$ cat src/rtl/bcs_group_encoder_pkg.sv
// Shared definitions for the bit-column sparsity group encoder.
// Provides the weight/magnitude widths, the sign-magnitude record type,
// the saturating two's complement -> sign-magnitude conversion and a
// 7-bit popcount used for the non-zero column count.
package bcs_group_encoder_pkg;

  localparam int MAG_W    = 7;
  localparam int WEIGHT_W = 8;

  typedef struct packed {
    logic             sign;
    logic [MAG_W-1:0] mag;
  } sign_mag_t;

  // -128 has no 7-bit magnitude; it saturates to 127 and keeps its sign.
  function automatic sign_mag_t to_sign_mag(input logic [WEIGHT_W-1:0] x);
    sign_mag_t           r;
    logic [WEIGHT_W-1:0] neg;
    neg    = ~x + 8'd1;
    r.sign = x[WEIGHT_W-1];
    if (x == 8'h80) begin
      r.mag = 7'h7f;
    end else if (x[WEIGHT_W-1]) begin
      r.mag = neg[MAG_W-1:0];
    end else begin
      r.mag = x[MAG_W-1:0];
    end
    return r;
  endfunction

  function automatic logic [2:0] popcount7(input logic [MAG_W-1:0] v);
    logic [2:0] cnt;
    cnt = 3'd0;
    for (int i = 0; i < MAG_W; i++) begin
      cnt = cnt + {2'b00, v[i]};
    end
    return cnt;
  endfunction

endpackage

$ cat src/rtl/bcs_sm_convert.sv
// Converts one signed 8-bit weight into sign + 7-bit magnitude.
// Ports:
//   weight_i  two's complement weight
//   sign_o    1 = negative (0 for zero)
//   mag_o     |weight|, -128 saturated to 127
module bcs_sm_convert
  import bcs_group_encoder_pkg::*;
(
  input  logic [WEIGHT_W-1:0] weight_i,
  output logic                sign_o,
  output logic [MAG_W-1:0]    mag_o
);

  sign_mag_t sm;

  assign sm     = to_sign_mag(weight_i);
  assign sign_o = sm.sign;
  assign mag_o  = sm.mag;

endmodule

$ cat src/rtl/bcs_group_encoder.sv
// Collects a group of signed weights over BEATS input beats, converts them to
// sign-magnitude, transposes the magnitudes into bit-columns and emits one
// registered group record (column index, columns, signs, popcount, zero flag).
// Ports:
//   clk, rst              clock, asynchronous active-high reset
//   flush                 drops a partially assembled group (beat not accepted)
//   in_valid/in_ready     input beat handshake, in_data holds LANES weights
//   out_valid/out_ready   group record handshake
//   out_index             bit c set iff any magnitude has bit c set
//   out_cols              column c = out_cols[c*GROUP_SIZE +: GROUP_SIZE]
//   out_sign              per-weight sign
//   out_nzcnt, out_zero   popcount of out_index, out_index == 0
module bcs_group_encoder
  import bcs_group_encoder_pkg::*;
#(
  parameter int GROUP_SIZE = 8,
  parameter int LANES      = 2
) (
  input  logic                        clk,
  input  logic                        rst,
  input  logic                        flush,
  input  logic                        in_valid,
  output logic                        in_ready,
  input  logic [WEIGHT_W*LANES-1:0]   in_data,
  output logic                        out_valid,
  input  logic                        out_ready,
  output logic [MAG_W-1:0]            out_index,
  output logic [MAG_W*GROUP_SIZE-1:0] out_cols,
  output logic [GROUP_SIZE-1:0]       out_sign,
  output logic [2:0]                  out_nzcnt,
  output logic                        out_zero
);

  localparam int BEATS = GROUP_SIZE / LANES;
  localparam int CNT_W = (BEATS > 1) ? $clog2(BEATS) : 1;
  localparam logic [CNT_W-1:0] LAST_BEAT = CNT_W'(BEATS - 1);

  logic [CNT_W-1:0]            beat_cnt_q, beat_cnt_d;
  logic [MAG_W-1:0]            mag_buf_q [GROUP_SIZE];
  logic [GROUP_SIZE-1:0]       sign_buf_q;

  logic [MAG_W-1:0]            lane_mag [LANES];
  logic [LANES-1:0]            lane_sign;

  logic [MAG_W-1:0]            grp_mag [GROUP_SIZE];
  logic [GROUP_SIZE-1:0]       grp_sign;
  logic [MAG_W*GROUP_SIZE-1:0] cols_d;
  logic [MAG_W-1:0]            index_d;
  logic [2:0]                  nzcnt_d;

  logic                        out_valid_q, out_valid_d;
  logic [MAG_W-1:0]            out_index_q;
  logic [MAG_W*GROUP_SIZE-1:0] out_cols_q;
  logic [GROUP_SIZE-1:0]       out_sign_q;
  logic [2:0]                  out_nzcnt_q;
  logic                        out_zero_q;

  logic                        is_last;
  logic                        accept;
  logic                        load;

  for (genvar k = 0; k < LANES; k++) begin : g_lane
    bcs_sm_convert u_conv (
      .weight_i (in_data[k*WEIGHT_W +: WEIGHT_W]),
      .sign_o   (lane_sign[k]),
      .mag_o    (lane_mag[k])
    );
  end

  // Only the final beat can be blocked, and only by an occupied,
  // non-draining output register.
  assign is_last  = (beat_cnt_q == LAST_BEAT);
  assign in_ready = !flush && (!is_last || !out_valid_q || out_ready);
  assign accept   = in_valid && in_ready;
  assign load     = accept && is_last;

  always_comb begin
    beat_cnt_d = beat_cnt_q;
    if (flush) begin
      beat_cnt_d = '0;
    end else if (accept) begin
      beat_cnt_d = is_last ? '0 : beat_cnt_q + CNT_W'(1);
    end
  end

  // The record is only ever loaded on the final beat, so the last slot
  // always comes straight from the converters rather than the buffer.
  always_comb begin
    for (int w = 0; w < GROUP_SIZE; w++) begin
      grp_mag[w]  = mag_buf_q[w];
      grp_sign[w] = sign_buf_q[w];
      if (w / LANES == BEATS - 1) begin
        grp_mag[w]  = lane_mag[w % LANES];
        grp_sign[w] = lane_sign[w % LANES];
      end
    end
  end

  always_comb begin
    cols_d  = '0;
    index_d = '0;
    for (int w = 0; w < GROUP_SIZE; w++) begin
      index_d = index_d | grp_mag[w];
      for (int c = 0; c < MAG_W; c++) begin
        cols_d[c*GROUP_SIZE + w] = grp_mag[w][c];
      end
    end
    nzcnt_d = popcount7(index_d);
  end

  always_comb begin
    out_valid_d = out_valid_q;
    if (load) begin
      out_valid_d = 1'b1;
    end else if (out_ready) begin
      out_valid_d = 1'b0;
    end
  end

  always_ff @(posedge clk or posedge rst) begin
    if (rst) begin
      beat_cnt_q  <= '0;
      sign_buf_q  <= '0;
      for (int w = 0; w < GROUP_SIZE; w++) begin
        mag_buf_q[w] <= '0;
      end
      out_valid_q <= 1'b0;
      out_index_q <= '0;
      out_cols_q  <= '0;
      out_sign_q  <= '0;
      out_nzcnt_q <= '0;
      out_zero_q  <= 1'b1;
    end else begin
      beat_cnt_q  <= beat_cnt_d;
      out_valid_q <= out_valid_d;
      for (int w = 0; w < GROUP_SIZE; w++) begin
        if (accept && !is_last && (w / LANES == int'(beat_cnt_q))) begin
          mag_buf_q[w]  <= lane_mag[w % LANES];
          sign_buf_q[w] <= lane_sign[w % LANES];
        end
      end
      if (load) begin
        out_index_q <= index_d;
        out_cols_q  <= cols_d;
        out_sign_q  <= grp_sign;
        out_nzcnt_q <= nzcnt_d;
        out_zero_q  <= (index_d == '0);
      end
    end
  end

  assign out_valid = out_valid_q;
  assign out_index = out_index_q;
  assign out_cols  = out_cols_q;
  assign out_sign  = out_sign_q;
  assign out_nzcnt = out_nzcnt_q;
  assign out_zero  = out_zero_q;

endmodule

$ cat config.mk
export PLATFORM = sky130hd
export DESIGN_NAME = bcs_group_encoder
export DESIGN_NICKNAME = d
export VERILOG_FILES = /design/src/rtl/bcs_group_encoder_pkg.sv /design/src/rtl/bcs_sm_convert.sv /design/src/rtl/bcs_group_encoder.sv
export SDC_FILE = /design/constraint.sdc
export NUM_CORES = 1
export LEC_CHECK = 0
export CAP_MARGIN = 0
export CELL_PAD_IN_SITES_DETAIL_PLACEMENT = 1
export CELL_PAD_IN_SITES_GLOBAL_PLACEMENT = 2
export CORE_AREA = 2 2 129 131
export CTS_CLUSTER_SIZE = 25
export DETAILED_ROUTE_END_ITERATION = 6
export DIE_AREA = 0 0 131 133
export GPL_TIMING_DRIVEN = 0
export PLACE_DENSITY_LB_ADDON = 0.1
export SYNTH_ARGS = -nofsm -noshare
export SYNTH_HDL_FRONTEND = slang
export SYNTH_SLANG_ARGS = --single-unit
$ cat constraint.sdc
create_clock -name clk -period 15.38 [get_ports clk]
set_clock_uncertainty 0.15 [all_clocks]
set_input_delay 4.614 -clock clk [delete_from_list [all_inputs] [get_ports clk]]
set_output_delay 4.614 -clock clk [all_outputs]
set_load 0.005 [all_outputs]
==> run summary, run 1 <==
Counting every instance in the synthesized netlist gives 561. Summed over all nets, the switching power comes to 290 uW. Once the floorplan was initialized, standard cells occupied 32.9% of the core. Start point of the worst hold path: out_cols[11]$_DFFE_PP0P_. Across every metal layer, demand over resource in global routing totals 20.6%. The count of buffers added on input and output ports is 96. Clock latency on the worst-skew pair, taken at its later pin, is 0.42 ns.

Global routing finished with a remaining overflow of 0. In this run, CTS created clock tree buffers numbering 17. The maximum clock frequency is 93.5 MHz, and the count of flip-flops with a built-in enable after synthesis is 0.

Setup repair after global routing left no endpoint under its margin. The signal on the critical path passes through clkdlybuf4s50_1, nand2b_1, o21ba_2, clkdlybuf4s50_1. The number of synthesized register bits is 126.

The tree is rooted in a sky130_fd_sc_hd__clkbuf_16. The setup fix buffers added after clock tree synthesis was 0; the total length of routed met3 wires was 637 microns. The clock transition at the registers of the reported paths came out at 0.05 ns. The tools report the relative slew slack as 47.4%. In the routed design, unresolved DRC markers number 0. The die extent in x works out to 131 microns. Of the synthesized area, sequential elements account for 59.3%. The number of different library cells in the post-synthesis netlist came out at 46. The min-delay analysis places its worst path in the category flop to flop. The cell area after technology mapping is 5320 sq um, and the transition at the pin with the smallest max-transition slack is 0.781 ns. Entering global routing, the biggest net connects 96 pins.

The via count of the first global-routing pass was 4862; the count of cells along the worst hold path was 2. The end of the worst register-to-register path is out_nzcnt[1]$_DFFE_PP0P_. In this design, the stage delay of the slowest critical-path cell is 0.49 ns. Of all cell types, the one taking the most synthesized area is sky130_fd_sc_hd__dfrtp_1.

Tracing the worst setup path back leads to its startpoint at out_ready. Per-cell via count in the routed design: 4.86. The post-cts repair resize count is 0, and the number of antenna violations at the first check in global routing is 0. The number of cells on the worst reg-to-reg path is 10.

The total power density per cell area works out to 147 nW/um^2. Counting stages on the worst path, the most repeated cell is sky130_fd_sc_hd__clkdlybuf4s50_1. Wires add up to 16700 microns.

Row generation in the floorplan step produced 47 rows. The worst register-to-register path has a setup slack of 11.67 ns. Setup violations remaining at the end of the flow were counted as 0. The count of yosys warnings during synthesis is 0, and the total core area is 16200 sq um. The count of nets left with antenna violations once routing finished came out at 0. The wire length per cell was 18.3 microns. The tools report the required time of the critical path as 10.62 ns. Total number of vias: 4426. TritonCTS built the clock tree. The logs give 0 for the cts-stage hold buffer count and 3.35 nW for the leakage dissipation. The worst hold path terminates at out_cols[11]$_DFFE_PP0P_. For the final count of pins violating max slew, the log shows 0. For the max-capacitance violation count, the log shows 0.

Worst flop-to-flop path startpoint: cols_d[10]$_DFFE_PP0P_. The highest layer touched by signal routing is met4. The placer's final routability congestion estimate was 0.802. The relative area change from synthesis to final layout works out to 34.7%. The worst setup path is captured at an output port.

The number of nets in the layout was 709; the post-synthesis async set-or-reset flop share was 100%. Detailed placement finished with a half-perimeter wire length of 11700 microns. sky130_fd_sc_hd__nand2_1 is the most common cell in the netlist. The detailed router finished its first iteration with 153 violations. The run finished with clean final reports. The internal power of the cells totals 760 uW.

The vertical extent of the die works out to 133 microns. Maximum net fanout on the critical path: 6. The count of endpoints failing hold in the final timing report was 0; the fraction of post-synthesis cell area in the top cell type by area was 58.8%.

The first global-routing pass estimated 26800 microns of wire. The H-tree generated during clock tree synthesis spans 4 levels. Cells fill 44.3% of the core in the end. The run gives 0 as the number of diodes added for antenna fixing. Sum of negative setup slack: 0 ns. The critical path is of the primary input to output port type. The logs give 37.4% for the clock share of power and 126 for the total number of clock tree sinks.

The fraction of final layout cells with drive strength greater than 1 works out to 6.67%. 98 I/O pins were placed. Of the total power, combinational logic draws 18.6%.

The tools report the total nets after synthesis as 593. In the final routing, the length of wire on met1 measures 7380 microns. Counting instances in the post-synthesis netlist gives the leading cell types as 228 x sky130_fd_sc_hd__nand2_1, 125 x sky130_fd_sc_hd__dfrtp_1, 71 x sky130_fd_sc_hd__o21ai_0. The run gives 5.93 ns as the arrival time of data at the critical path endpoint. Dividing the final minimum period by the clock period gives 69.5%. The die covers 17400 sq um. STA classifies the critical path startpoint as a primary input. Averaged over all synthesized cells, the footprint is 9.49 sq um.

The run gives 8210 microns as the routed length on met2. The worst-case vdd ir drop is 0.0759 mV. Among all flip-flop cells after synthesis, the most frequent one is sky130_fd_sc_hd__dfrtp_1. The number of detailed-route iterations in the first pass came out at 4. Ranked by total cell area, the synthesized netlist is headed by sky130_fd_sc_hd__dfrtp_1 59%, sky130_fd_sc_hd__nand2_1 16%, sky130_fd_sc_hd__o21ai_0 6.7%, sky130_fd_sc_hd__clkbuf_1 2.0%, sky130_fd_sc_hd__ha_1 1.6%.

Per report_power, the sequential group accounts for 43.9% of the total. Critical-path cell with the highest stage delay: sky130_fd_sc_hd__clkdlybuf4s50_1. Of the total power, the share spent switching nets is 27.6%. The filler cells instantiated in the layout total 1820. The clock period minus worst slack is 10.69 ns, and the maximum number of buffers from clock root to sink is 2.
==> power by group through the flow <==
stage	sequential [mW]	combinational, mW	clock [mW]
floorplan	0.454	0.0823	0
global placement	0.465	0.189	0
detailed placement	0.467	0.197	0
global route	0.472	0.222	0.417
finish	0.461	0.196	0.393
CTS	0.463	0.199	0.402
==> cells in the final DEF, fill, tap and decap left out, types with 2 or more instances in the layout <==
cell	n
sky130_fd_sc_hd__ha_1	7
sky130_fd_sc_hd__a21oi_1	4
sky130_fd_sc_hd__clkinv_2	5
sky130_fd_sc_hd__mux2_2	3
sky130_fd_sc_hd__a31oi_1	2
sky130_fd_sc_hd__clkbuf_16	17
sky130_fd_sc_hd__o211ai_1	2
sky130_fd_sc_hd__clkbuf_1	30
sky130_fd_sc_hd__dfrtp_1	125
sky130_fd_sc_hd__inv_1	12
sky130_fd_sc_hd__and3_1	5
sky130_fd_sc_hd__o311ai_0	2
sky130_fd_sc_hd__or3b_1	2
sky130_fd_sc_hd__o22ai_1	2
sky130_fd_sc_hd__o221ai_1	4
sky130_fd_sc_hd__nor2_1	7
sky130_fd_sc_hd__and2_1	3
sky130_fd_sc_hd__clkinvlp_4	3
sky130_fd_sc_hd__nand3_1	2
sky130_fd_sc_hd__nand2_1	228
sky130_fd_sc_hd__clkbuf_8	2
sky130_fd_sc_hd__nor3_1	6
sky130_fd_sc_hd__nand2b_1	6
sky130_fd_sc_hd__nand3b_1	2
sky130_fd_sc_hd__clkdlybuf4s50_1	96
sky130_fd_sc_hd__or4_1	6
sky130_fd_sc_hd__o21ai_0	71
sky130_fd_sc_hd__or2_2	2
sky130_fd_sc_hd__nor4_1	4
sky130_fd_sc_hd__fa_1	4
sky130_fd_sc_hd__bufinv_16	2
==> final cells by class <==
class                           count  area (sq um)  area share [%]
Buffer                             28           105            1.47
Clock buffer                       21           460            6.42
Clock inverter                     11           116            1.62
Inverter                           13          53.8           0.751
Multi-Input combinational cell    394          2010            28.1
Sequential cell                   126          3150            44.0
Tap cell                          220           275            3.84
Timing Repair Buffer               97           988            13.8
==> worst max-delay path: cells and delay by family <==
kind / cells / cell delay (ns)
buffers and inverters: 2 / 0.93
and+or+nand+nor: 1 / 0.22
AOI/OAI and AO/OA: 1 / 0.16
==> metrics by stage <==
| step | total power [mW] | std cells | worst slack, ns | area, sq um | hold WS [ns] |
|---|---|---|---|---|---|
| after floorplan | 0.537 | 561 | 5.61 | 5320 | 0.283 |
| after detailed placement | 0.664 | 878 | 4.70 | 6590 | 0.313 |
| after global placement | 0.654 | 877 | 4.71 | 6560 | 0.308 |
| after global routing | 1.11 | 910 | 4.63 | 7170 | 0.340 |
| final | 1.05 | 910 | 4.69 | 7170 | 0.319 |
| after CTS | 1.06 | 910 | 4.69 | 7170 | 0.326 |
==> worst max-delay path by stage <==
stage                           to  slack [ns]  depth (start not counted)
final                     in_ready        4.69                          4
after global routing      in_ready        4.63                          4
after CTS                 in_ready        4.69                          4
after detailed placement  in_ready        4.70                          4
after global placement    in_ready        4.71                          4
after floorplan           in_ready        5.61                          2
==> sequential cells by signal, summed over array words and instances, names as in the netlist <==
| signal | cells |
|---|---|
| beat_cnt_q | 2 |
| cols_d | 42 |
| out_cols | 56 |
| out_index | 7 |
| out_nzcnt | 3 |
| out_sign | 8 |
| out_valid | 1 |
| out_zero | 1 |
| sign_buf_q | 6 |
==> logic make-up (layout without fill, tap and decap cells) <==
family	Yosys count	in the layout	synth area share [%]
AOI/OAI and AO/OA	94	94	10.5
xor gates and xnor gates	2	2	0.329
adders and majority gates	11	11	3.15
buffers and inverters	41	170	2.89
DFF	126	126	59.3
muxes	4	4	0.823
and+or+nand+nor	283	283	23.1
==> routing by layer <==
layer	vias up	global-route usage [%]
li1	2084	-
met1	2220	27.3
met2	89	32.8
met3	33	4.25
met4	0	8.63
met5	-	0
Power figures use the tool's default switching activity.
==> run 2: changes to the inputs <==
- CORE_AREA: 2 2 129 131 -> 2 2 139 141
- DIE_AREA: 0 0 131 133 -> 0 0 141 143
- clock period: 15.38 -> 9.3 ns (I/O delays scaled with it)
==> run 2 against run 1 <==
- count of clock-buffer cells in the layout increased by 3
- core utilization decreased by 5.7 points
- highest routed layer unchanged
- wire length rose by 1.2%
- die area increased by 16%
- clock power up 68%
- critical path depth unchanged
- critical path type unchanged
- global-route usage is 2.5 points lower
- power increased by 66%
==> run summary, run 2 (synthesis gave the netlist of run 1 again) <==
The logs give 98 for the top-level port count and 3.35 nW for the leakage dissipation. Setup violations remaining at the end of the flow were counted as 0. The transition at the pin with the smallest max-transition slack works out to 0.973 ns.

STA classifies the critical path startpoint as a primary input. Power spread over the standard cell area amounts to 243 nW/um^2. In the layout the commonest cells are 228 x sky130_fd_sc_hd__nand2_1, 125 x sky130_fd_sc_hd__dfrtp_1, 96 x sky130_fd_sc_hd__clkdlybuf4s50_1. In this run the number of H-tree levels came out at 4. The worst pin sits at a relative slew slack of 34.5%. Once the clock tree was built, the resizer swapped 0 gates to a different size. Of all nets on the critical path, the largest fanout is 6.

Dividing the detail-routed via count by the number of cells gives 4.72. The logs give 0 ns for the sum of negative setup slack and 6610 sq um for the instance area after placement. The initialized floorplan defines 50 standard-cell rows. Buffers placed on the I/O ports in this run total 96. For the finished layout, the period the worst path requires is 7.06 ns. The total half-perimeter wirelength after legalization and detailed placement came out at 11900 microns. CTS saw 126 sinks. STA classifies the critical path endpoint as an output port. For the maximum number of buffers from clock root to sink, the log shows 2.

Starting density of the core: 28.6%. The cts-stage hold buffer count is 0, and the utilization after layout is 38.7%. The internal power is 1.28 mW. The sequential cell area is 3150 sq um, and the combinational group share of total power is 18.5%.

The commonest non-fill, non-tap cell in the layout is sky130_fd_sc_hd__nand2_1. The routed design has 16900 microns of wire. The register with the most flip-flops in the layout has 56 of them. The tools report the number of nets with antenna violations after routing as 0.

The die area came out at 20200 sq um. The proportion of power drawn by flip-flops and latches was 43.7%. The region available for standard cell placement spans 18600 sq um. The relative area change from synthesis to final layout came out at 35.0%.

The via count of the first global-routing pass is 4687. Setup repair after global routing left no endpoint under its margin. After filler insertion, the fill cell instance count of the layout stands at 2082.

The setup slack at placement was 1.88 ns. Summed over all layers, the global routing overflow is 0. The tightest hold path in the finished design has a slack of 0.319 ns. Path type of the worst setup path: primary input to output port. The clock share of power is 37.8%, and the largest net degree at the start of global routing is 95. The worst-case vdd ir drop is 0.121 mV, and the max-capacitance violation count is 0. Data on the critical path is required at its endpoint by 6.36 ns. The min-delay analysis places its worst path in the category flop to flop. The switching power is 467 uW, and the final period utilization is 75.9%. Net switching is 26.8% of the power.

For the placer's final routability congestion estimate, the log shows 0.777. The flow ran to the end, and the final reports show no timing, DRC or antenna violations. Clock tree synthesis inserted a total of 17 buffers.

The post-layout instance area was 7180 sq um; the remaining routing DRC violations was 0. The final count of pins violating max slew is 0. The tools report the number of antenna violations at the first check in global routing as 0. The tools report the number of nets in the layout as 709. For the worst setup path, the data arrival time is 4.12 ns. The run gives 2.24 ns as the worst-case setup margin in the final layout. The fraction of final layout cells with drive strength greater than 1 was 5.95%; the setup fix buffers added after clock tree synthesis was 0. The detailed router finished its first iteration with 200 violations. Summing all multi-input logic gate instances after layout gives 2010 sq um.

The die extent in x was 141 microns; the number of diodes added for antenna fixing was 0. TritonCTS built the clock tree. Based on the critical path, the design can be clocked at up to 142 MHz. The routed layout has 4359 vias. The overall routing resource usage was 18.1%. The tree is rooted in a sky130_fd_sc_hd__clkbuf_16. The later pin in the worst-skew pair is clocked with a latency of 0.42 ns.

The clock transition at the registers of the reported paths is 0.05 ns, and the global-route wire length before repair is 27300 microns. After detailed routing, the average wire length per cell comes to 18.3 microns. For the count of endpoints failing hold in the final timing report, the log shows 0. The first TritonRoute pass finished after 4 iterations. Measured along the y axis, the die boundary spans 143 microns.
-- run 2: path summary, 6_finish.rpt --
check	start	to	slack (ns)	cells past startpoint
min in group asynchronous	rst	out_cols[10]$_DFFE_PP0P_	2.58	2
max in group asynchronous	rst	out_zero$_DFFE_PP1P_	5.63	3
worst min register to register	out_cols[36]$_DFFE_PP0P_	out_cols[36]$_DFFE_PP0P_	0.32	2
worst max-delay path	out_ready	in_ready	2.24	4
worst min-delay path	out_cols[36]$_DFFE_PP0P_	out_cols[36]$_DFFE_PP0P_	0.32	2
worst max register to register	cols_d[26]$_DFFE_PP0P_	out_nzcnt[1]$_DFFE_PP0P_	5.56	10
-- run 2: layout make-up --
class | instances | share of cell area (%)
clock buffers | 24 | 6.43
repair buffers | 97 | 13.8
inverters | 13 | 0.749
plain buffers | 28 | 1.46
multi-input cells | 394 | 28.0
flip-flops and latches | 126 | 43.9
well taps | 234 | 4.08
clock inverters | 7 | 1.57
-- run 2: power groups by stage --
stage | clock network, mW | registers [mW] | logic [mW]
after floorplan | 0 | 0.751 | 0.136
after global placement | 0 | 0.770 | 0.316
after detailed placement | 0 | 0.772 | 0.327
after CTS | 0.675 | 0.764 | 0.330
after global routing | 0.705 | 0.782 | 0.365
final | 0.659 | 0.762 | 0.323
-- run 2: critical path, cell delays in order --
cell and delay (ns):
sky130_fd_sc_hd__clkdlybuf4s50_1 0.44, sky130_fd_sc_hd__nand2b_1 0.23, sky130_fd_sc_hd__o21ba_2 0.16, sky130_fd_sc_hd__clkdlybuf4s50_1 0.49
-- run 2: per-layer routing --
| layer | up-vias | global-route usage [%] | routed length, microns |
|---|---|---|---|
| met5 | - | 0 | 0 |
| met4 | 0 | 5.37 | 177 |
| met3 | 15 | 4.06 | 632 |
| met2 | 85 | 30.4 | 8300 |
| met1 | 2176 | 23.6 | 7780 |
| li1 | 2083 | - | - |
-- run 2: metrics by stage --
| stage | instances | power [mW] |
|---|---|---|
| after detailed placement | 892 | 1.10 |
| final | 923 | 1.74 |
| after global placement | 891 | 1.09 |
| after floorplan | 561 | 0.887 |
| after global routing | 923 | 1.85 |
| after CTS | 923 | 1.77 |
